## src/rtl/vga_scaler_out_if.sv

```systemverilog
// Frame-buffer read port between the VGA scaler (master) and the frame buffer (slave).
// The scaler issues a registered address/strobe and receives an RGB332 word back.
interface vga_scaler_out_if #(
    parameter int ADDR_W = 16
) ();
    logic [ADDR_W-1:0] fb_addr;
    logic              fb_rd_en;
    logic [7:0]        fb_data;

    modport master (
        output fb_addr,
        output fb_rd_en,
        input  fb_data
    );

    modport slave (
        input  fb_addr,
        input  fb_rd_en,
        output fb_data
    );
endinterface

```

## src/rtl/vga_scaler_out.sv

```systemverilog
// VGA raster generator that fetches a line-replicated image from a frame buffer,
// surrounds it with a border colour and emits pipeline-aligned rgb/sync outputs.
module vga_scaler_out #(
    parameter int         H_BORDER   = 32,
    parameter int         H_IMG      = 256,
    parameter int         H_FP       = 8,
    parameter int         H_SYNC     = 48,
    parameter int         H_BP       = 24,
    parameter int         V_ACTIVE   = 480,
    parameter int         V_FP       = 10,
    parameter int         V_SYNC     = 2,
    parameter int         V_BP       = 33,
    parameter int         IMG_LINES  = 240,
    parameter int         V_SCALE    = 2,
    parameter int         MEM_LAT    = 1,
    parameter logic       SYNC_ACT   = 1'b0,
    parameter logic [8:0] BORDER_RGB = 9'h000,
    parameter int         ADDR_W     = 16
) (
    input  logic                    pix_clk,
    input  logic                    rst_n,
    vga_scaler_out_if.master        fb,
    output logic [8:0]              rgb,
    output logic                    hsync,
    output logic                    vsync,
    output logic                    vblank,
    output logic                    frame_start
);

    localparam int H_TOT       = 2*H_BORDER + H_IMG + H_FP + H_SYNC + H_BP;
    localparam int V_TOT       = V_ACTIVE + V_FP + V_SYNC + V_BP;
    localparam int HW          = $clog2(H_TOT + 1);
    localparam int VW          = $clog2(V_TOT + 1);
    localparam int RW          = (V_SCALE > 1) ? $clog2(V_SCALE) : 1;
    localparam int FETCH_LINES = (IMG_LINES*V_SCALE < V_ACTIVE) ? IMG_LINES*V_SCALE : V_ACTIVE;

    localparam logic [HW-1:0]     H_LAST    = HW'(H_TOT - 1);
    localparam logic [HW-1:0]     H_IMG_LO  = HW'(H_BORDER);
    localparam logic [HW-1:0]     H_IMG_HI  = HW'(H_BORDER + H_IMG);
    localparam logic [HW-1:0]     H_VIS     = HW'(2*H_BORDER + H_IMG);
    localparam logic [HW-1:0]     HS_LO     = HW'(2*H_BORDER + H_IMG + H_FP);
    localparam logic [HW-1:0]     HS_HI     = HW'(2*H_BORDER + H_IMG + H_FP + H_SYNC);
    localparam logic [VW-1:0]     V_LAST    = VW'(V_TOT - 1);
    localparam logic [VW-1:0]     V_FETCH   = VW'(FETCH_LINES);
    localparam logic [VW-1:0]     V_VIS     = VW'(V_ACTIVE);
    localparam logic [VW-1:0]     VS_LO     = VW'(V_ACTIVE + V_FP);
    localparam logic [VW-1:0]     VS_HI     = VW'(V_ACTIVE + V_FP + V_SYNC);
    localparam logic [RW-1:0]     REP_LAST  = RW'(V_SCALE - 1);
    localparam logic [ADDR_W-1:0] IMG_STEP  = ADDR_W'(H_IMG);

    if ((V_SCALE < 1) || (V_SCALE > 4)) begin : g_bad_scale
        $error("vga_scaler_out: V_SCALE must be 1..4");
    end
    if ((MEM_LAT < 0) || (MEM_LAT > 3)) begin : g_bad_lat
        $error("vga_scaler_out: MEM_LAT must be 0..3");
    end
    if (longint'(IMG_LINES) * longint'(H_IMG) > (longint'(1) << ADDR_W)) begin : g_bad_addr
        $error("vga_scaler_out: image does not fit in ADDR_W address space");
    end

    typedef struct packed {
        logic fetch;
        logic visible;
        logic hs;
        logic vs;
        logic vb;
        logic fs;
    } ctrl_t;

    function automatic logic [8:0] rgb332_to_rgb333(input logic [7:0] d);
        return {d[7:5], d[4:2], d[1:0], d[1]};
    endfunction

    logic [HW-1:0]     h_cnt_r;
    logic [VW-1:0]     v_cnt_r;
    logic [RW-1:0]     rep_r;
    logic [ADDR_W-1:0] row_base_r;

    logic [HW-1:0]     h_nxt_s;
    logic [VW-1:0]     v_nxt_s;
    logic [RW-1:0]     rep_nxt_s;
    logic [ADDR_W-1:0] base_nxt_s;
    logic [HW-1:0]     col_nxt_s;
    logic [ADDR_W-1:0] addr_nxt_s;
    logic              fetch_nxt_s;
    logic              h_wrap_s;
    logic              v_wrap_s;

    ctrl_t ctrl_s;
    ctrl_t ctrl_d_s;

    // Next raster position; the source row advances as a base address every V_SCALE lines.
    always_comb begin
        h_wrap_s   = (h_cnt_r == H_LAST);
        v_wrap_s   = (v_cnt_r == V_LAST);
        h_nxt_s    = h_cnt_r + HW'(1);
        v_nxt_s    = v_cnt_r;
        rep_nxt_s  = rep_r;
        base_nxt_s = row_base_r;
        if (h_wrap_s) begin
            h_nxt_s = '0;
            if (v_wrap_s) begin
                v_nxt_s    = '0;
                rep_nxt_s  = '0;
                base_nxt_s = '0;
            end else if (rep_r == REP_LAST) begin
                v_nxt_s    = v_cnt_r + VW'(1);
                rep_nxt_s  = '0;
                base_nxt_s = row_base_r + IMG_STEP;
            end else begin
                v_nxt_s    = v_cnt_r + VW'(1);
                rep_nxt_s  = rep_r + RW'(1);
                base_nxt_s = row_base_r;
            end
        end else begin
            h_nxt_s = h_cnt_r + HW'(1);
        end
    end

    // Fetch decision for the next position, so the registered address lines up with the counters.
    always_comb begin
        fetch_nxt_s = (h_nxt_s >= H_IMG_LO) && (h_nxt_s < H_IMG_HI) && (v_nxt_s < V_FETCH);
        col_nxt_s   = h_nxt_s - H_IMG_LO;
        addr_nxt_s  = base_nxt_s + ADDR_W'(col_nxt_s);
    end

    // Raster, replication and row-base counters.
    always_ff @(posedge pix_clk) begin
        if (!rst_n) begin
            h_cnt_r    <= '0;
            v_cnt_r    <= '0;
            rep_r      <= '0;
            row_base_r <= '0;
        end else begin
            h_cnt_r    <= h_nxt_s;
            v_cnt_r    <= v_nxt_s;
            rep_r      <= rep_nxt_s;
            row_base_r <= base_nxt_s;
        end
    end

    // Frame-buffer read port; the address holds its last value outside the image.
    always_ff @(posedge pix_clk) begin
        if (!rst_n) begin
            fb.fb_rd_en <= 1'b0;
            fb.fb_addr  <= '0;
        end else if (fetch_nxt_s) begin
            fb.fb_rd_en <= 1'b1;
            fb.fb_addr  <= addr_nxt_s;
        end else begin
            fb.fb_rd_en <= 1'b0;
        end
    end

    // Per-pixel control flags decoded from the current counter values.
    always_comb begin
        ctrl_s.fetch   = (h_cnt_r >= H_IMG_LO) && (h_cnt_r < H_IMG_HI) && (v_cnt_r < V_FETCH);
        ctrl_s.visible = (h_cnt_r < H_VIS) && (v_cnt_r < V_VIS);
        ctrl_s.hs      = (h_cnt_r >= HS_LO) && (h_cnt_r < HS_HI);
        ctrl_s.vs      = (v_cnt_r >= VS_LO) && (v_cnt_r < VS_HI);
        ctrl_s.vb      = (v_cnt_r >= V_VIS);
        ctrl_s.fs      = (h_cnt_r == '0) && (v_cnt_r == '0);
    end

    // Control flags wait MEM_LAT clocks so they meet the returning pixel at the output register.
    if (MEM_LAT == 0) begin : g_no_pipe
        assign ctrl_d_s = ctrl_s;
    end else begin : g_pipe
        ctrl_t pipe_r [MEM_LAT];

        // Control delay line.
        always_ff @(posedge pix_clk) begin
            if (!rst_n) begin
                for (int i = 0; i < MEM_LAT; i++) begin
                    pipe_r[i] <= '0;
                end
            end else begin
                pipe_r[0] <= ctrl_s;
                for (int i = 1; i < MEM_LAT; i++) begin
                    pipe_r[i] <= pipe_r[i-1];
                end
            end
        end

        assign ctrl_d_s = pipe_r[MEM_LAT-1];
    end

    // Output register: colour select and sync levels.
    always_ff @(posedge pix_clk) begin
        if (!rst_n) begin
            rgb         <= 9'h000;
            hsync       <= ~SYNC_ACT;
            vsync       <= ~SYNC_ACT;
            vblank      <= 1'b0;
            frame_start <= 1'b0;
        end else begin
            if (ctrl_d_s.fetch) begin
                rgb <= rgb332_to_rgb333(fb.fb_data);
            end else if (ctrl_d_s.visible) begin
                rgb <= BORDER_RGB;
            end else begin
                rgb <= 9'h000;
            end
            hsync       <= ctrl_d_s.hs ? SYNC_ACT : ~SYNC_ACT;
            vsync       <= ctrl_d_s.vs ? SYNC_ACT : ~SYNC_ACT;
            vblank      <= ctrl_d_s.vb;
            frame_start <= ctrl_d_s.fs;
        end
    end

endmodule

```

## src/flat_wrapper.sv

```systemverilog
// flat-port wrapper written by rule: the top's interface ports become plain ports
module vga_scaler_out_flat 
#(
    parameter int         H_BORDER   = 32,
    parameter int         H_IMG      = 256,
    parameter int         H_FP       = 8,
    parameter int         H_SYNC     = 48,
    parameter int         H_BP       = 24,
    parameter int         V_ACTIVE   = 480,
    parameter int         V_FP       = 10,
    parameter int         V_SYNC     = 2,
    parameter int         V_BP       = 33,
    parameter int         IMG_LINES  = 240,
    parameter int         V_SCALE    = 2,
    parameter int         MEM_LAT    = 1,
    parameter logic       SYNC_ACT   = 1'b0,
    parameter logic [8:0] BORDER_RGB = 9'h000,
    parameter int         ADDR_W     = 16
)
  (pix_clk, rst_n, rgb, hsync, vsync, vblank, frame_start, fb_fb_addr, fb_fb_rd_en, fb_fb_data);
  vga_scaler_out_if #(.ADDR_W(ADDR_W)) fb_i ();
  input  logic pix_clk;
  input  logic rst_n;
  output logic [8:0] rgb;
  output logic hsync;
  output logic vsync;
  output logic vblank;
  output logic frame_start;
  output wire logic [$bits(fb_i.fb_addr)-1:0] fb_fb_addr;
  output wire logic [$bits(fb_i.fb_rd_en)-1:0] fb_fb_rd_en;
  input wire logic [$bits(fb_i.fb_data)-1:0] fb_fb_data;
  assign fb_fb_addr = fb_i.fb_addr;
  assign fb_fb_rd_en = fb_i.fb_rd_en;
  assign fb_i.fb_data = fb_fb_data;
  vga_scaler_out #(.H_BORDER(H_BORDER), .H_IMG(H_IMG), .H_FP(H_FP), .H_SYNC(H_SYNC), .H_BP(H_BP), .V_ACTIVE(V_ACTIVE), .V_FP(V_FP), .V_SYNC(V_SYNC), .V_BP(V_BP), .IMG_LINES(IMG_LINES), .V_SCALE(V_SCALE), .MEM_LAT(MEM_LAT), .SYNC_ACT(SYNC_ACT), .BORDER_RGB(BORDER_RGB), .ADDR_W(ADDR_W)) u_core (.pix_clk(pix_clk), .rst_n(rst_n), .fb(fb_i), .rgb(rgb), .hsync(hsync), .vsync(vsync), .vblank(vblank), .frame_start(frame_start));
endmodule
```

## config.mk

```make
export PLATFORM = sky130hd
export DESIGN_NAME = vga_scaler_out_flat
export DESIGN_NICKNAME = d
export VERILOG_FILES = /design/src/rtl/vga_scaler_out_if.sv /design/src/rtl/vga_scaler_out.sv /design/src/flat_wrapper.sv
export SDC_FILE = /design/constraint.sdc
export NUM_CORES = 1
export LEC_CHECK = 0
export ABC_AREA = 1
export ABC_CLOCK_PERIOD_IN_PS = 5650
export BUFFER_PORTS_ARGS = -buffer_cell sky130_fd_sc_hd__buf_2
export CAP_MARGIN = 20
export CORE_MARGIN = 2
export CORE_UTILIZATION = 40
export CTS_BUF_LIST = sky130_fd_sc_hd__clkbuf_16
export DETAILED_ROUTE_END_ITERATION = 6
export GPL_ROUTABILITY_DRIVEN = 0
export PLACE_DENSITY_LB_ADDON = 0.08
export REMOVE_ABC_BUFFERS = 1
export SLEW_MARGIN = 20
export SYNTH_ARGS = -nofsm -noshare
export SYNTH_HDL_FRONTEND = slang
export SYNTH_SLANG_ARGS = --single-unit
```

## constraint.sdc

```tcl
create_clock -name pix_clk -period 5.65 [get_ports pix_clk]
set_clock_uncertainty 0.2 [all_clocks]
set_input_delay 0.2825 -clock pix_clk [delete_from_list [all_inputs] [get_ports pix_clk]]
set_output_delay 0.2825 -clock pix_clk [all_outputs]
set_load 0.01 [all_outputs]
```

Yosys cells after proc, flatten, opt, wreduce, memory -nomap -nowiden
Memories as Yosys holds them, arrays and structs flattened.
Cells that the tools add are included.

word-level totals
  bits in registers = 66
  memory bits (writable) = 6
  bits of input ports = 10
  output and inout bits = 30
  word-level logic and storage cells = 59
  memories kept = 1

operators by class
  add/sub/neg operators = 6
  $lt $le $gt $ge = 12
  equal/unequal tests = 2
  mux-type cells = 15
  reductions and logical operators = 12

memories
  memory                depth  width  read ports  clocked after Yosys merged registers in  write ports  RTL line               RTL
  u_core.g_pipe.pipe_r  1      6      1           0                                        1            vga_scaler_out.sv:169  ctrl_t pipe_r [MEM_LAT];

operator list
  cell                                                                                  count
  16-bit 2-to-1 mux                                                                     3
  9-bit less-than comparator, second input constant                                     4
  10-bit by 9-bit less-than comparator with 1-bit output, second input constant         3
  10-bit by 9-bit greater-or-equal comparator with 1-bit output, second input constant  2
  10-bit 2-to-1 mux                                                                     2
  9-bit by 6-bit greater-or-equal comparator with 1-bit output, second input constant   2
  16-bit by 9-bit adder with 16-bit output                                              1
  16-bit by 9-bit adder with 16-bit output, second input constant                       1
  10-bit by 1-bit adder with 10-bit output, second input constant                       1
  10-bit == test, second input constant                                                 1
  10-bit logical NOT                                                                    1
  9-bit by 1-bit adder with 9-bit output, second input constant                         1
  9-bit == test, second input constant                                                  1
  9-bit greater-or-equal comparator, second input constant                              1
  9-bit logical NOT                                                                     1
  9-bit 2-to-1 mux                                                                      1
  9-bit by 6-bit subtractor with 9-bit output, second input constant                    1
  1-bit logical AND                                                                     8
  1-bit 2-to-1 mux                                                                      8
  6-bit 2-to-1 mux                                                                      1
  6-bit OR reduction                                                                    1
  2-bit AND reduction                                                                   1
  1-bit adder, second input constant                                                    1

Logic depth before layout (Yosys ltp)
Gate-level depths: netlist of the first run.

  word-level depth = 6
  mapped depth = 22
  gate-level depth less buffers = 22

Worst setup path after synthesis of the first run
OpenSTA, ideal clock, no wires.

  path kind = reg-to-reg
  from = register u_core.h_cnt_r[0]
  to = register u_core.fb.fb_addr[12]
  setup time = 0.109 ns
  arrival time = 2.745 ns
  required time = 5.341 ns
  slack = 2.596 ns
  cell stages (with the launch flop) = 22
  buffers on the path = 0
  period minus slack after synthesis = 3.054 ns
  path through = dfxtp_1 -> ha_1 -> nand2_2 -> nor2_4 -> nand2_2 -> nor2_8 -> nand2_2 -> inv_2 -> nor2_1 -> ha_1 -> fa_1 -> nand3_1 -> nand2_1 -> nand2_1 -> nand3_1 -> nand2_1 -> nand2_1 -> nand3_1 -> xor2_1 -> nand2_1 -> nand2_1 -> inv_1

on the way
  elaborated cells on any way between the ends = 12
  classes of those cells = add/sub: 3; order compare: 3; eq/ne: 1; mux: 3; reduce/logical: 2

RTL lines
  what                                      RTL line                 RTL
  from (decl)                               vga_scaler_out.sv:74     logic [HW-1:0] h_cnt_r;
  from (signal assigned)                    vga_scaler_out.sv:135    h_cnt_r <= h_nxt_s;
  9-bit == test                             vga_scaler_out.sv:94     h_wrap_s = (h_cnt_r == H_LAST);
  16-bit 2-to-1 mux                         vga_scaler_out.sv:100    if (h_wrap_s) begin
  via u_core.base_nxt_s[0]                  vga_scaler_out.sv:82     logic [ADDR_W-1:0] base_nxt_s;
  16-bit by 9-bit adder with 16-bit output  vga_scaler_out.sv:124    addr_nxt_s = base_nxt_s + ADDR_W'(col_nxt_s);
  to (signal assigned)                      vga_scaler_out.sv:149    fb.fb_addr <= addr_nxt_s;
  to (decl)                                 vga_scaler_out_if.sv:11  output fb_addr,

The timed path passes the listed nets, and every way through them passes these cells.
A chain may end at the register's enable or synchronous reset.

Worst setup path in the final report of the first run
Ends and elaborated chain as after synthesis.

==> results of run 1 <==
==> where the power goes <==
part           switching (uW)  internal [uW]
clock network             224            342
registers                2.47            497
logic                    20.7           13.4
total                     247            852
==> cell type report <==
type,count,area share
timing repair buffer,47,0.0618
inverter,82,0.0693
clock buffer,9,0.0505
tap,129,0.0362
sequential,70,0.314
clock inverter,7,0.0160
multi-input combinational,377,0.452
==> routing by layer <==
| metal | up-vias | routed length (um) | global-route usage |
|---|---|---|---|
| li1 | 1789 | - | - |
| met4 | 0 | 163 | 0.0728 |
| met5 | - | 0 | 0 |
| met3 | 10 | 351 | 0.0483 |
| met1 | 1513 | 4210 | 0.228 |
| met2 | 66 | 3960 | 0.301 |
==> state kept, by name, indices dropped and copies added (netlist names), 5 cells and up <==
name,cells
u_core.row_base_r,16
u_core.h_cnt_r,9
u_core.g_pipe.pipe_r,5
u_core.v_cnt_r,10
u_core.rgb,8
u_core.fb.fb_addr,16
==> final timing paths <==
check                              from                     to  slack (ns)  depth (start not counted)
max                   u_core.h_cnt_r[0]  u_core.fb.fb_addr[12]        2.08                         21
min          u_core.g_pipe.pipe_r[0][3]           u_core.hsync        0.17                          1
max reg2reg           u_core.h_cnt_r[0]  u_core.fb.fb_addr[12]        2.08                         21
min reg2reg  u_core.g_pipe.pipe_r[0][3]           u_core.hsync        0.17                          1
==> metrics by stage <==
step | total power, uW | setup WS (ns) | utilization
2_1_floorplan | 527 | 2.51 | -
3_3_place_gp | 539 | 2.21 | 0.442
3_5_place_dp | 539 | 2.11 | 0.442
4_1_cts | 1120 | 2.08 | 0.482
5_1_grt | 1140 | 1.72 | 0.482
6_report | 1100 | 2.08 | 0.482
==> layout by cell type, fill, tap and decap left out, types with 3 or more instances in the layout <==
cell type and n:
a21oi_1 19, buf_2 39, clkbuf_16 9, dfxtp_1 70, dlygate4sd3_1 8, ha_1 17, inv_1 74, inv_2 6
nand2_1 102, nand2_2 7, nand3_1 37, nand3_2 7, nand4_1 12, nor2_1 98, nor2_2 15, nor2_4 4
nor3_1 5, o21ai_0 16, o21ai_1 3, xnor2_1 4, xor2_1 8
==> timing repair <==
action                    CTS  global route
hold endpoints to repair    8             0
hold buffers                8             0
setup buffers               0             0
==> kinds of logic (layout without fill, tap and decap cells) <==
group	after synthesis	in the layout
and+or+nand+nor	296	296
buffers and inverters	91	145
DFF	70	70
AOI/OAI and AO/OA	51	51
adders and majority gates	18	18
xor gates and xnor gates	12	12
==> critical path: cells and delay by family, from the launching register on <==
kind	cells	cell delay, ns
AND/OR/NAND/NOR	15	1.58
flip-flops	1	0.41
buffers and inverters	2	0.22
XOR/XNOR	1	0.14
adder cells (fa/ha/maj)	3	0.89
==> metrics.txt, run 1 <==
status=finished clean; CTS buffer count=9; Placed Instances=697; Core Rows=35; CTS root buf=clkbuf_16; Die Wd=101 um; XOR/XNOR Fraction of Synth Area=0.0277; f_max=280 MHz; VDD IR max=161 uV; crit-path cells=ha_1 -> nand2_2 -> nor2_4 -> nand2_2 -> nor2_8 -> nand2_2 -> inv_2 -> nor2_1 -> ha_1 -> fa_1 -> nand3_1 -> nand2_1 -> nand2_1 -> nand3_1 -> nand2_1 -> nand2_1 -> nand3_1 -> xor2_1 -> nand2_1 -> nand2_1 -> inv_1; top_reg_cell synth=dfxtp_1; Hold Slack=0.169 ns; Seq/Total Area, Yosys=0.370; ys async rst share=0; antenna violations before repair=0; Startpoint Class=flip-flop; Hold Crit Class=flip-flop to flip-flop; worst skew pair latency=0.33 ns; Post-synth EDFFs=0; largest area contributor in the netlist=dfxtp_1; largest net degree at the start of global routing=30; mux contribution to synthesized area=0; simple-gate share of the synthesized area=0.365; fin. max-slew vios=0; compound-cell area share of the yosys netlist=0.0769; Inserted Diodes=0; leakage power=0.00214 uW; Post-DP Area=4080 sq um; Worst-Margin Slew=0.772 ns; Post-Syn Instances=538; RSZ-0062 raised after global routing=false; CP Max Fanout=18; Routed WL=8690 um; Cell variety after synth=40; area occupied by multi-input gates=2010 sq um; 1st-pass router iterations=4; CP Data Arrival Time=3.60 ns; Synth Area per Inst=7.05 sq um; CP dominant cell by count=nand2_1; main combinational cell family by area after synthesis=simple AND/OR/NAND/NOR gates; element type at the critical path end=flip-flop; biggest cell delay along the critical path=0.41 ns; initial core utilization=0.410; die height=101 um; P&R area growth vs syn=17.5%; first-pass GRT wire length=14,900 um; Yosys reg bits=70; DRC viols=0; setup_tns=0 ns; Final Hold Vio Count=0; final setup violation count=0; Die ar.=10,300 sq um; Final Non-Filler Cells=721; fin crit period=3.57 ns; Port-buffer cells=39; clk buf depth=2; Post-synth top cells=nand2_1 (102), nor2_1 (98), inv_1 (74), dfxtp_1 (70), nand3_1 (37); H-Tree Depth=3; CTS tree=built; Worst slew margin=0.482; most frequent cell after synthesis=nand2_1; Final Cycle Share=0.631; Max-Cap Viols=0; Post-Syn Area=3790 sq um; Clock Sinks=70; drt wl/cell=12.1 um; register area=1400 sq um; initial DRC count=138; vias in the first global route=3,233; post-synthesis adder-cell area fraction=0.0614; share of layout cells above drive strength 1=0.174; top post-synthesis cells by area=dfxtp_1 (37%), nand2_1 (10%), nor2_1 (9.7%); Synth top area share=0.370; post-cts resize count=0; yosys warns=0; Slowest cell on crit path=dfxtp_1; PwrDens=247 nW/um^2; CP Data Required Time=5.68 ns; Global Route Usage Sum=0.183; CP Class=flip-flop to flip-flop; fin area=4460 sq um; Core Region=9240 sq um; # fillers=956; # IOs=40; via count=3,378; Overflow after GRT=0; Final ANT Viol Nets=0; routed vias/inst=4.69; DP Wirelength=6310 um; nets=615; Clock transition at path regs=0.06 ns
Note: power is estimated with default switching activity, not from simulation.
==> inputs of run 2 (changes only) <==
- ABC_CLOCK_PERIOD_IN_PS: 5650 -> 3300
- clock period: 5.65 -> 3.3 ns (I/O delays scaled with it)
==> metrics.txt, run 2 (synthesized netlist as in run 1, its figures left out) <==
antenna violations before repair=0; DRC viols=0; CP Data Arrival Time=3.09 ns; via count=3,415; # fillers=948; vias in the first global route=3,261; CTS buffer count=9; Worst slew margin=0.757; clk buf depth=2; 1st-pass router iterations=4; Die Wd=101 um; drt wl/cell=12.2 um; Startpoint Class=flip-flop; r2r startpoint=u_core.h_cnt_r[0]; # IOs=40; first-pass GRT wire length=15,200 um; Hold Slack=0.0941 ns; area occupied by multi-input gates=2070 sq um; Worst R2R Path Depth=19; R2R setup slack=0.24 ns; initial core utilization=0.410; Die ar.=10,300 sq um; Hold Crit Class=input port to flip-flop; Final Cycle Share=0.928; Core Region=9240 sq um; leading cell type in the layout, fill and taps excluded=nand2_1; CP Max Fanout=5; P_sw=405 uW; Seq pwr share=0.442; RR Endpoint=u_core.fb.fb_addr[15]; largest net degree at the start of global routing=29; switching share of power=0.209; Inserted Diodes=0; Comb power frac=0.032; die height=101 um; nets=626; CP Class=flip-flop to flip-flop; Clock Sinks=70; fin crit period=3.06 ns; initial DRC count=89; Core Rows=35; internal power=1530 uW; routed vias/inst=4.67; share of layout cells above drive strength 1=0.212; Regs by FF count=u_core.fb.fb_addr (16), u_core.row_base_r (16), u_core.v_cnt_r (10); status=finished clean; f_max=326 MHz; leakage power=0.00221 uW; worst skew pair latency=0.33 ns; PwrDens=419 nW/um^2; fin. max-slew vios=0; Worst-Margin Slew=0.363 ns; setup_tns=0 ns; most frequent cells in the layout=nand2_1 (99), nor2_1 (92), inv_1 (75); element type at the critical path end=flip-flop; Port-buffer cells=39; CTS tree=built; register area=1410 sq um; DP Wirelength=6510 um; P&R area growth vs syn=21.8%; Max-Cap Viols=0; Final ANT Viol Nets=0; CP Data Required Time=3.33 ns; Clk pwr share=0.526; Overflow after GRT=0; crit path to=u_core.fb.fb_addr[15]; Worst Setup SP=u_core.h_cnt_r[0]; Global Route Usage Sum=0.187; Final Util=0.500; H-Tree Depth=3; Final Hold Vio Count=0; CTS root buf=clkbuf_16; VDD IR max=247 uV; final setup violation count=0; Routed WL=8920 um; Clock transition at path regs=0.06 ns
## run 2: critical path, stage by stage, from the launching register on
cell      delay (ns)
dfxtp_4         0.38
inv_1           0.08
nor2_4          0.15
inv_1           0.09
nor2_2          0.11
nor2_1          0.05
nor2_1          0.14
inv_1           0.11
ha_2            0.32
inv_1           0.04
ha_1            0.32
inv_1           0.08
o21bai_1        0.20
a21oi_1         0.09
nand3_1         0.14
nand3_2         0.12
nor2_2          0.11
a21oi_1         0.07
nor2_1          0.13
nor2_1          0.05
## run 2: metal layers
| layer | vias up | routed length, um | global-route usage | share of wire |
|---|---|---|---|---|
| met3 | 9 | 311 | 0.0393 | 0.035 |
| met5 | - | 0 | 0 | 0 |
| li1 | 1814 | - | - | - |
| met4 | 0 | 116 | 0.0572 | 0.013 |
| met1 | 1534 | 4290 | 0.240 | 0.48 |
| met2 | 58 | 4210 | 0.316 | 0.47 |
## run 2: worst min-delay path by stage
stage | end | cells after the start | slack, ns | from
2_1_floorplan | u_core.hsync | 1 | 0.03 | rst_n
3_3_place_gp | u_core.vsync | 1 | 0.16 | u_core.g_pipe.pipe_r[0][2]
3_5_place_dp | u_core.hsync | 1 | 0.16 | u_core.g_pipe.pipe_r[0][3]
4_1_cts | u_core.vsync | 3 | 0.09 | rst_n
5_1_grt | u_core.hsync | 3 | 0.10 | rst_n
6_report | u_core.vsync | 3 | 0.09 | rst_n
## run 2: metrics by stage
step                      setup WS [ns]  total power (uW)  instances  area [sq um]
after floorplan                   0.162               902        529          3720
after detailed placement        -0.0137               927        706          4150
after global placement           0.0162               926        706          4150
after CTS                        0.0346              1960        730          4540
final                             0.237              1940        732          4620
after global routing           -0.00538              2010        732          4620
## run 2: layout make-up
type                       count  share of cell area
multi-input combinational    377               0.448
tap                          129              0.0349
clock inverter                 7              0.0192
sequential                    70               0.305
timing repair buffer          58              0.0774
clock buffer                   9              0.0487
inverter                      82              0.0674
## run 2: what timing repair did
item                                    4_1_cts  5_1_grt
pin swaps                                     0        4
resized for setup                             1       21
hold buffers                                  8        0
setup buffers                                 0        2
gates cloned                                  0        0
endpoints found under the setup margin        2        9
hold endpoints to repair                      8        0
## run 2: power by group through the flow
stage	Combinational [uW]	Sequential, uW	Clock (uW)
6_report	61.8	856	1020
3_5_place_dp	53.5	873	0
2_1_floorplan	28.8	873	0
5_1_grt	68.8	856	1080
3_3_place_gp	53.5	873	0
4_1_cts	61.5	854	1050
